===== config.mk =====
export PLATFORM = sky130hd
export DESIGN_NAME = dfsm_issuer
export DESIGN_NICKNAME = d
export VERILOG_FILES = /design/src/rtl/arthas_dfsm_pkg.sv /design/src/rtl/dfsm_issuer_cnt.sv /design/src/rtl/dfsm_issuer.sv
export SDC_FILE = /design/constraint.sdc
export NUM_CORES = 1
export LEC_CHECK = 0
export CAP_MARGIN = 20
export CORE_UTILIZATION = 50
export CTS_BUF_LIST = sky130_fd_sc_hd__clkbuf_2 sky130_fd_sc_hd__clkbuf_4 sky130_fd_sc_hd__clkbuf_8
export DETAILED_ROUTE_END_ITERATION = 12
export GPL_TIMING_DRIVEN = 0
export PLACE_DENSITY = 0.77
export SKIP_CTS_REPAIR_TIMING = 1
export SLEW_MARGIN = 25
export SYNTH_ARGS = -nofsm -noshare
export SYNTH_HDL_FRONTEND = slang
export SYNTH_SLANG_ARGS = --single-unit

===== constraint.sdc =====
create_clock -name clk -period 4.3 [get_ports clk]
set_input_delay 0.86 -clock clk [delete_from_list [all_inputs] [get_ports clk]]
set_output_delay 0.86 -clock clk [all_outputs]
set_load 0.01 [all_outputs]

===== src/rtl/arthas_dfsm_pkg.sv =====
// arthas_dfsm_pkg
// Shared definitions for the dataflow FSM and its upstream issuer.
// This package owns the config word layout {mode, nPeriod, nLMAC, nSHFT}
// (MSB first), so the issuer and the dataflow FSM always agree on it.
package arthas_dfsm_pkg;

  localparam int MAX_nPERIOD  = 8;
  localparam int MAX_nLMAC    = 12288;  // 3 * 512 * 8
  localparam int MAX_nSHFT    = 192;
  localparam int DRAIN_GUARD  = 2;      // idle cycles appended to each shift window

  localparam int PW           = $clog2(MAX_nPERIOD);
  localparam int LW           = $clog2(MAX_nLMAC);
  localparam int SW           = $clog2(MAX_nSHFT);
  localparam int CONF_REG_LEN = 1 + PW + LW + SW;

  localparam logic MD_CONV = 1'b0;
  localparam logic MD_MM   = 1'b1;

  typedef enum logic [2:0] {
    ST_IDLE  = 3'd0,
    ST_CFG   = 3'd1,
    ST_START = 3'd2,
    ST_FEED  = 3'd3,
    ST_DRAIN = 3'd4,
    ST_DONE  = 3'd5
  } issuer_state_e;

  function automatic logic [CONF_REG_LEN-1:0] pack_cfg(
    input logic          mode,
    input logic [PW-1:0] n_period,
    input logic [LW-1:0] n_lmac,
    input logic [SW-1:0] n_shft
  );
    return {mode, n_period, n_lmac, n_shft};
  endfunction

endpackage


===== src/rtl/dfsm_issuer_cnt.sv =====
// issuer_cnt
// Loadable up-counter with a terminal-match flag. Load has priority over
// increment, so a counter can be cleared on the same cycle it reaches its
// terminal value.
// Ports:
//   clk, rst : clock, asynchronous active-high reset
//   ld       : load ld_val this cycle
//   ld_val   : value to load
//   inc      : increment by one this cycle
//   term     : terminal value to match against
//   cnt      : current count
//   match    : cnt == term
module issuer_cnt #(
  parameter int W = 8
) (
  input  logic         clk,
  input  logic         rst,
  input  logic         ld,
  input  logic [W-1:0] ld_val,
  input  logic         inc,
  input  logic [W-1:0] term,
  output logic [W-1:0] cnt,
  output logic         match
);

  always_ff @(posedge clk or posedge rst) begin
    if (rst) begin
      cnt <= '0;
    end else if (ld) begin
      cnt <= ld_val;
    end else if (inc) begin
      cnt <= cnt + W'(1);
    end
  end

  assign match = (cnt == term);

endmodule


===== src/rtl/dfsm_issuer.sv =====
// dfsm_issuer
// Upstream sequencer for the dataflow FSM. Takes one layer command at a
// time, publishes the packed config word, fires a one-cycle start, then per
// period passes exactly nLMAC operand beats (in_en) followed by an idle
// window of nSHFT + DRAIN_GUARD cycles. After nPeriod periods it pulses done.
// Build option: define DFSM_ISSUER_PERF_EN to enable the stall_cycles
// counter (FEED cycles with no operand available); otherwise it reads 0.
// Ports:
//   clk, rst         : clock, asynchronous active-high reset
//   cmd_valid/ready  : command handshake (ready only when idle)
//   cmd_mode         : 0 = CONV, 1 = MM
//   cmd_nPeriod/nLMAC/nSHFT : period count, beats per period, shift cycles
//   src_valid/ready  : upstream operand source handshake
//   config_bits      : {mode, nPeriod, nLMAC, nSHFT} to the dataflow FSM
//   start            : one-cycle start pulse
//   in_en            : operand beat valid to the dataflow FSM
//   busy, done, err  : job in progress, job-end pulse, reject pulse
//   stall_cycles     : saturating stall counter (optional)
module dfsm_issuer
  import arthas_dfsm_pkg::*;
(
  input  logic                    clk,
  input  logic                    rst,
  input  logic                    cmd_valid,
  output logic                    cmd_ready,
  input  logic                    cmd_mode,
  input  logic [PW-1:0]           cmd_nPeriod,
  input  logic [LW-1:0]           cmd_nLMAC,
  input  logic [SW-1:0]           cmd_nSHFT,
  input  logic                    src_valid,
  output logic                    src_ready,
  output logic [CONF_REG_LEN-1:0] config_bits,
  output logic                    start,
  output logic                    in_en,
  output logic                    busy,
  output logic                    done,
  output logic                    err,
  output logic [15:0]             stall_cycles
);

  issuer_state_e state, state_nxt;

  logic          mode_q;
  logic [PW-1:0] nper_q;
  logic [LW-1:0] nlmac_q;
  logic [SW-1:0] nshft_q;
  logic [PW-1:0] period_cnt;
  logic          err_q;

  logic          accept;
  logic          cmd_zero;
  logic          cmd_ok;
  logic          beat_fire;
  logic          beat_last;
  logic          drain_on;
  logic          drain_last;
  logic          more_periods;
  logic [LW-1:0] beat_cnt;
  logic [LW-1:0] beat_term;
  logic [SW+1:0] drain_cnt;
  logic [SW+1:0] drain_term;

  assign accept    = cmd_valid && (state == ST_IDLE);
  assign cmd_zero  = (cmd_nPeriod == '0) || (cmd_nLMAC == '0) || (cmd_nSHFT == '0);
  assign cmd_ok    = accept && !cmd_zero;
  assign beat_fire = (state == ST_FEED) && src_valid;
  assign drain_on  = (state == ST_DRAIN);

  // Terminal values are computed from the registered, non-zero fields, so
  // the minus-one never underflows. drain_cnt is two bits wider than nSHFT
  // so nSHFT + DRAIN_GUARD - 1 fits even at the largest nSHFT.
  assign beat_term    = nlmac_q - LW'(1);
  assign drain_term   = {2'b00, nshft_q} + (SW+2)'(DRAIN_GUARD - 1);
  assign more_periods = (period_cnt < (nper_q - PW'(1)));

  issuer_cnt #(.W(LW)) u_beat_cnt (
    .clk    (clk),
    .rst    (rst),
    .ld     (accept || (beat_fire && beat_last)),
    .ld_val ('0),
    .inc    (beat_fire),
    .term   (beat_term),
    .cnt    (beat_cnt),
    .match  (beat_last)
  );

  issuer_cnt #(.W(SW+2)) u_drain_cnt (
    .clk    (clk),
    .rst    (rst),
    .ld     (accept || (drain_on && drain_last)),
    .ld_val ('0),
    .inc    (drain_on),
    .term   (drain_term),
    .cnt    (drain_cnt),
    .match  (drain_last)
  );

  always_ff @(posedge clk or posedge rst) begin
    if (rst) begin
      state      <= ST_IDLE;
      mode_q     <= 1'b0;
      nper_q     <= '0;
      nlmac_q    <= '0;
      nshft_q    <= '0;
      period_cnt <= '0;
      err_q      <= 1'b0;
    end else begin
      state <= state_nxt;
      err_q <= accept && cmd_zero;
      // A rejected command leaves the published config untouched.
      if (cmd_ok) begin
        mode_q  <= cmd_mode;
        nper_q  <= cmd_nPeriod;
        nlmac_q <= cmd_nLMAC;
        nshft_q <= cmd_nSHFT;
      end
      if (accept) begin
        period_cnt <= '0;
      end else if (drain_on && drain_last && more_periods) begin
        period_cnt <= period_cnt + PW'(1);
      end
    end
  end

  always_comb begin
    state_nxt = state;
    cmd_ready = 1'b0;
    busy      = 1'b0;
    start     = 1'b0;
    in_en     = 1'b0;
    src_ready = 1'b0;
    done      = 1'b0;
    unique case (state)
      ST_IDLE: begin
        cmd_ready = 1'b1;
        if (cmd_ok) state_nxt = ST_CFG;
      end
      ST_CFG: begin
        busy      = 1'b1;
        state_nxt = ST_START;
      end
      ST_START: begin
        busy      = 1'b1;
        start     = 1'b1;
        state_nxt = ST_FEED;
      end
      ST_FEED: begin
        busy      = 1'b1;
        in_en     = src_valid;
        src_ready = src_valid;
        if (beat_fire && beat_last) state_nxt = ST_DRAIN;
      end
      ST_DRAIN: begin
        busy = 1'b1;
        if (drain_last) state_nxt = more_periods ? ST_FEED : ST_DONE;
      end
      ST_DONE: begin
        done      = 1'b1;
        state_nxt = ST_IDLE;
      end
      default: state_nxt = ST_IDLE;
    endcase
  end

  assign config_bits = pack_cfg(mode_q, nper_q, nlmac_q, nshft_q);
  assign err         = err_q;

`ifdef DFSM_ISSUER_PERF_EN
  logic [15:0] stall_q;

  always_ff @(posedge clk or posedge rst) begin
    if (rst) begin
      stall_q <= '0;
    end else if (accept) begin
      stall_q <= '0;
    end else if ((state == ST_FEED) && !src_valid && (stall_q != 16'hFFFF)) begin
      stall_q <= stall_q + 16'd1;
    end
  end

  assign stall_cycles = stall_q;
`else
  assign stall_cycles = '0;
`endif

endmodule


==> flow_summary.rst <==
.. list-table::
   :header-rows: 1

   * - Metric
     - Value
   * - Clock tree from TritonCTS
     - yes
   * - Non-filler cells in the finished layout
     - 566
   * - Pin count of the biggest net entering global routing
     - 43
   * - Slowest stage cell, crit path
     - sky130_fd_sc_hd__buf_1
   * - WP data required
     - 4.52 ns
   * - Number of buffer and inverter stages on the critical path
     - 3
   * - Post-Route Setup TNS
     - 0 ns
   * - Synthesized area per cell
     - 9.59 um2
   * - Share of the synthesized area in the top cell type
     - 39.6%
   * - Slowest cell delay on critical path
     - 0.50 ns
   * - DRC marker count from the first detailed-route iteration
     - 174
   * - RR Endpoint
     - u_drain_cnt.cnt[3]
   * - Result of the run
     - finished clean
   * - Port-buffer cells
     - 62
   * - Worst VDD drop
     - 0.269 mV
   * - Remaining routing DRC violations
     - 0
   * - Routability-driven placement congestion ratio
     - 0.864
   * - Final Hold Viols
     - 0
   * - Total half-perimeter wirelength after legalization and detailed placement
     - 6390 um
   * - Number of cells after detailed placement
     - 550
   * - Latest clock arrival within the worst-skew pair
     - 0.34 ns
   * - Critical path, cell by cell
     - clkdlybuf4s50_1 > nor4_1 > nand4_1 > o311ai_0 > nand2b_1 > clkbuf_1 > buf_1 > mux2_2
   * - Worst clock skew
     - 0.00541 ns
   * - Fraction of final layout cells sized beyond drive strength 1
     - 15.3%
   * - Worst-case reg-to-reg path depth
     - 9
   * - Largest delay share family, worst path
     - buffers and inverters
   * - Global-route wire length before repair
     - 14,300 um
   * - Max Slew Vio Count
     - 0
   * - Synth async-reset ratio
     - 100%
   * - Sink Count
     - 57
   * - Num rows
     - 30
   * - Period utilisation layout
     - 81.6%
   * - Vias per std cell
     - 5.44
   * - Ant. Diodes
     - 0
   * - Top-level port count
     - 79
   * - Final WL
     - 8570 um
   * - Hold path depth
     - 1
   * - Max-Slew Margin vs Limit
     - 37.1%
   * - Number of flops mapped to enable cells by yosys
     - 0
   * - Number of buffers between clock root and the deepest sink
     - 2
   * - RSZ-0062 raised after global routing
     - no
   * - Final antenna-violating net count
     - 0
   * - Sequential area share after synthesis
     - 39.6%
   * - Flops & latches, synth
     - 57
   * - Number of search-and-repair iterations in the first detailed-routing pass
     - 4
   * - Setup crit end kind
     - flop
   * - Library cell occupying the most area in the post-synthesis netlist
     - sky130_fd_sc_hd__dfrtp_1
   * - Synth top area cells
     - sky130_fd_sc_hd__dfrtp_1 (40%), sky130_fd_sc_hd__mux2_2 (8.1%), sky130_fd_sc_hd__xnor2_1 (6.6%)
   * - Pwr/cell area
     - 338 mW/mm2
   * - Finished Cell Area
     - 0.00467 mm2
   * - Worst slew pin tran
     - 0.932 ns
   * - Static leakage
     - 2.00 nW
   * - Clock transition at path regs
     - 0.07 ns
   * - Critical path peak fanout
     - 10
   * - Max Clock Freq
     - 285 MHz
   * - Most used DFF post-synth
     - sky130_fd_sc_hd__dfrtp_1
   * - Number of fill cells in the layout
     - 568
   * - Type of element launching the critical path
     - input port
   * - Die height
     - 86.9 um
   * - Cells after synthesis
     - 376
   * - Area of the mapped netlist
     - 0.00361 mm2
   * - Via count of the first global-routing pass
     - 2,915
   * - Number of warning messages in the yosys log
     - 0
   * - Width of the chip
     - 86.9 um
   * - Critical Path AT
     - 3.73 ns
   * - Hold WC Path Type
     - reg2reg
   * - Setup CP Type
     - in2reg
   * - Last element of the critical path
     - nper_q[0]
   * - Crit path depth
     - 8
   * - Total global-route track usage
     - 24.9%
   * - Dpl cell area
     - 0.00443 mm2
   * - Most repeated cell in the gate-level netlist after synthesis
     - sky130_fd_sc_hd__dfrtp_1
   * - Antenna violations before repair
     - 0
   * - Clock root buffer
     - sky130_fd_sc_hd__clkbuf_8
   * - Number of setup violations in the final report
     - 0
   * - CORE AREA
     - 0.00687 mm2
   * - TritonCTS buffer count
     - 9
   * - Via count
     - 3,080
   * - Crit Reg-Reg Startpoint
     - nshft_q[0]
   * - Launching element of the worst setup path
     - cmd_nLMAC[1]
   * - Max-cap violation count
     - 0
   * - Commonest cells in the synthesized netlist
     - sky130_fd_sc_hd__dfrtp_1 (57), sky130_fd_sc_hd__xnor2_1 (27), sky130_fd_sc_hd__mux2_2 (26), sky130_fd_sc_hd__nor2_1 (26), sky130_fd_sc_hd__nand2_1 (23)
   * - H-tree depth
     - 3
   * - Grt total ovfl
     - 0
   * - Reg2Reg Setup Slack
     - 1.42 ns
   * - Effective utilization at floorplan
     - 52.5%
   * - Total Nets Final
     - 503
   * - Die area
     - 0.00756 mm2
   * - Area delta synth->final
     - 29.5%
   * - Shortest period the worst path allows
     - 3.51 ns
   * - Cell variety after synth
     - 51
   * - Average wire per standard cell
     - 15.1 um
==> kinds of logic after synthesis <==
logic type / Yosys count / share of synthesized area [%]
AND/OR/NAND/NOR: 147 / 22.7
flip-flops: 57 / 39.6
AO/OA/AOI/OAI: 46 / 8.64
buffers and inverters: 45 / 6.84
XOR/XNOR: 44 / 10.7
multiplexers: 28 / 8.67
adder cells (fa/ha/maj): 8 / 2.78
other: 1 / 0.104
==> sequential cells by signal, summed over array words and instances, names as in the netlist <==
signal,count
period_cnt,3
nper_q,3
err,1
nlmac_q,14
state,3
u_drain_cnt.cnt,10
u_beat_cnt.cnt,14
mode_q,1
nshft_q,8
==> metrics by stage <==
stage | setup slack [ns] | util, % | hold slack, ns | total power, mW
2_1_floorplan | 1.68 | - | 0.481 | 0.851
3_3_place_gp | 0.542 | 64.1 | 0.490 | 0.950
3_5_place_dp | 0.549 | 64.4 | 0.493 | 0.967
4_1_cts | 0.874 | 68.0 | 0.509 | 1.58
5_1_grt | 0.625 | 68.0 | 0.533 | 1.65
6_report | 0.790 | 68.0 | 0.503 | 1.58
==> metal layers <==
metal / global-route usage (%) / wire (um)
met3: 5.40 / 563
met5: 0 / 0
met1: 33.9 / 3870
met2: 38.1 / 4030
met4: 11.2 / 113
==> power breakdown <==
part	switching [mW]	internal, mW
clock network	0.220	0.397
registers	0.0666	0.581
logic	0.147	0.164
total	0.434	1.14
==> cells in the final DEF, fill, tap and decap left out, types with 10 or more instances in the layout <==
cell type                         instances
sky130_fd_sc_hd__nor2_1                  26
sky130_fd_sc_hd__nand2_1                 23
sky130_fd_sc_hd__nor3_1                  20
sky130_fd_sc_hd__conb_1                  16
sky130_fd_sc_hd__nand4_1                 15
sky130_fd_sc_hd__xor2_1                  17
sky130_fd_sc_hd__xnor2_1                 27
sky130_fd_sc_hd__clkdlybuf4s50_1         62
sky130_fd_sc_hd__mux2_2                  26
sky130_fd_sc_hd__o21ai_0                 11
sky130_fd_sc_hd__dfrtp_1                 57
sky130_fd_sc_hd__clkbuf_1                12
sky130_fd_sc_hd__buf_4                   18
sky130_fd_sc_hd__clkbuf_8                10
==> how the worst min path moves through the flow <==
stage            from      to  slack, ns
3_3_place_gp   mode_q  mode_q       0.49
4_1_cts        mode_q  mode_q       0.51
5_1_grt        mode_q  mode_q       0.53
2_1_floorplan  mode_q  mode_q       0.48
3_5_place_dp   mode_q  mode_q       0.49
6_report       mode_q  mode_q       0.50
==> cell type report <==
class / count / area (um2) / share of cell area (%)
Multi-Input combinational cell: 289 / 1990 / 42.6
Buffer: 35 / 209 / 4.48
Timing Repair Buffer: 63 / 641 / 13.7
Inverter: 10 / 40.0 / 0.858
Clock inverter: 6 / 105 / 2.25
Clock buffer: 10 / 138 / 2.95
Tap cell: 96 / 120 / 2.57
Sequential cell: 57 / 1430 / 30.6
Note: power is estimated with default switching activity, not from simulation.
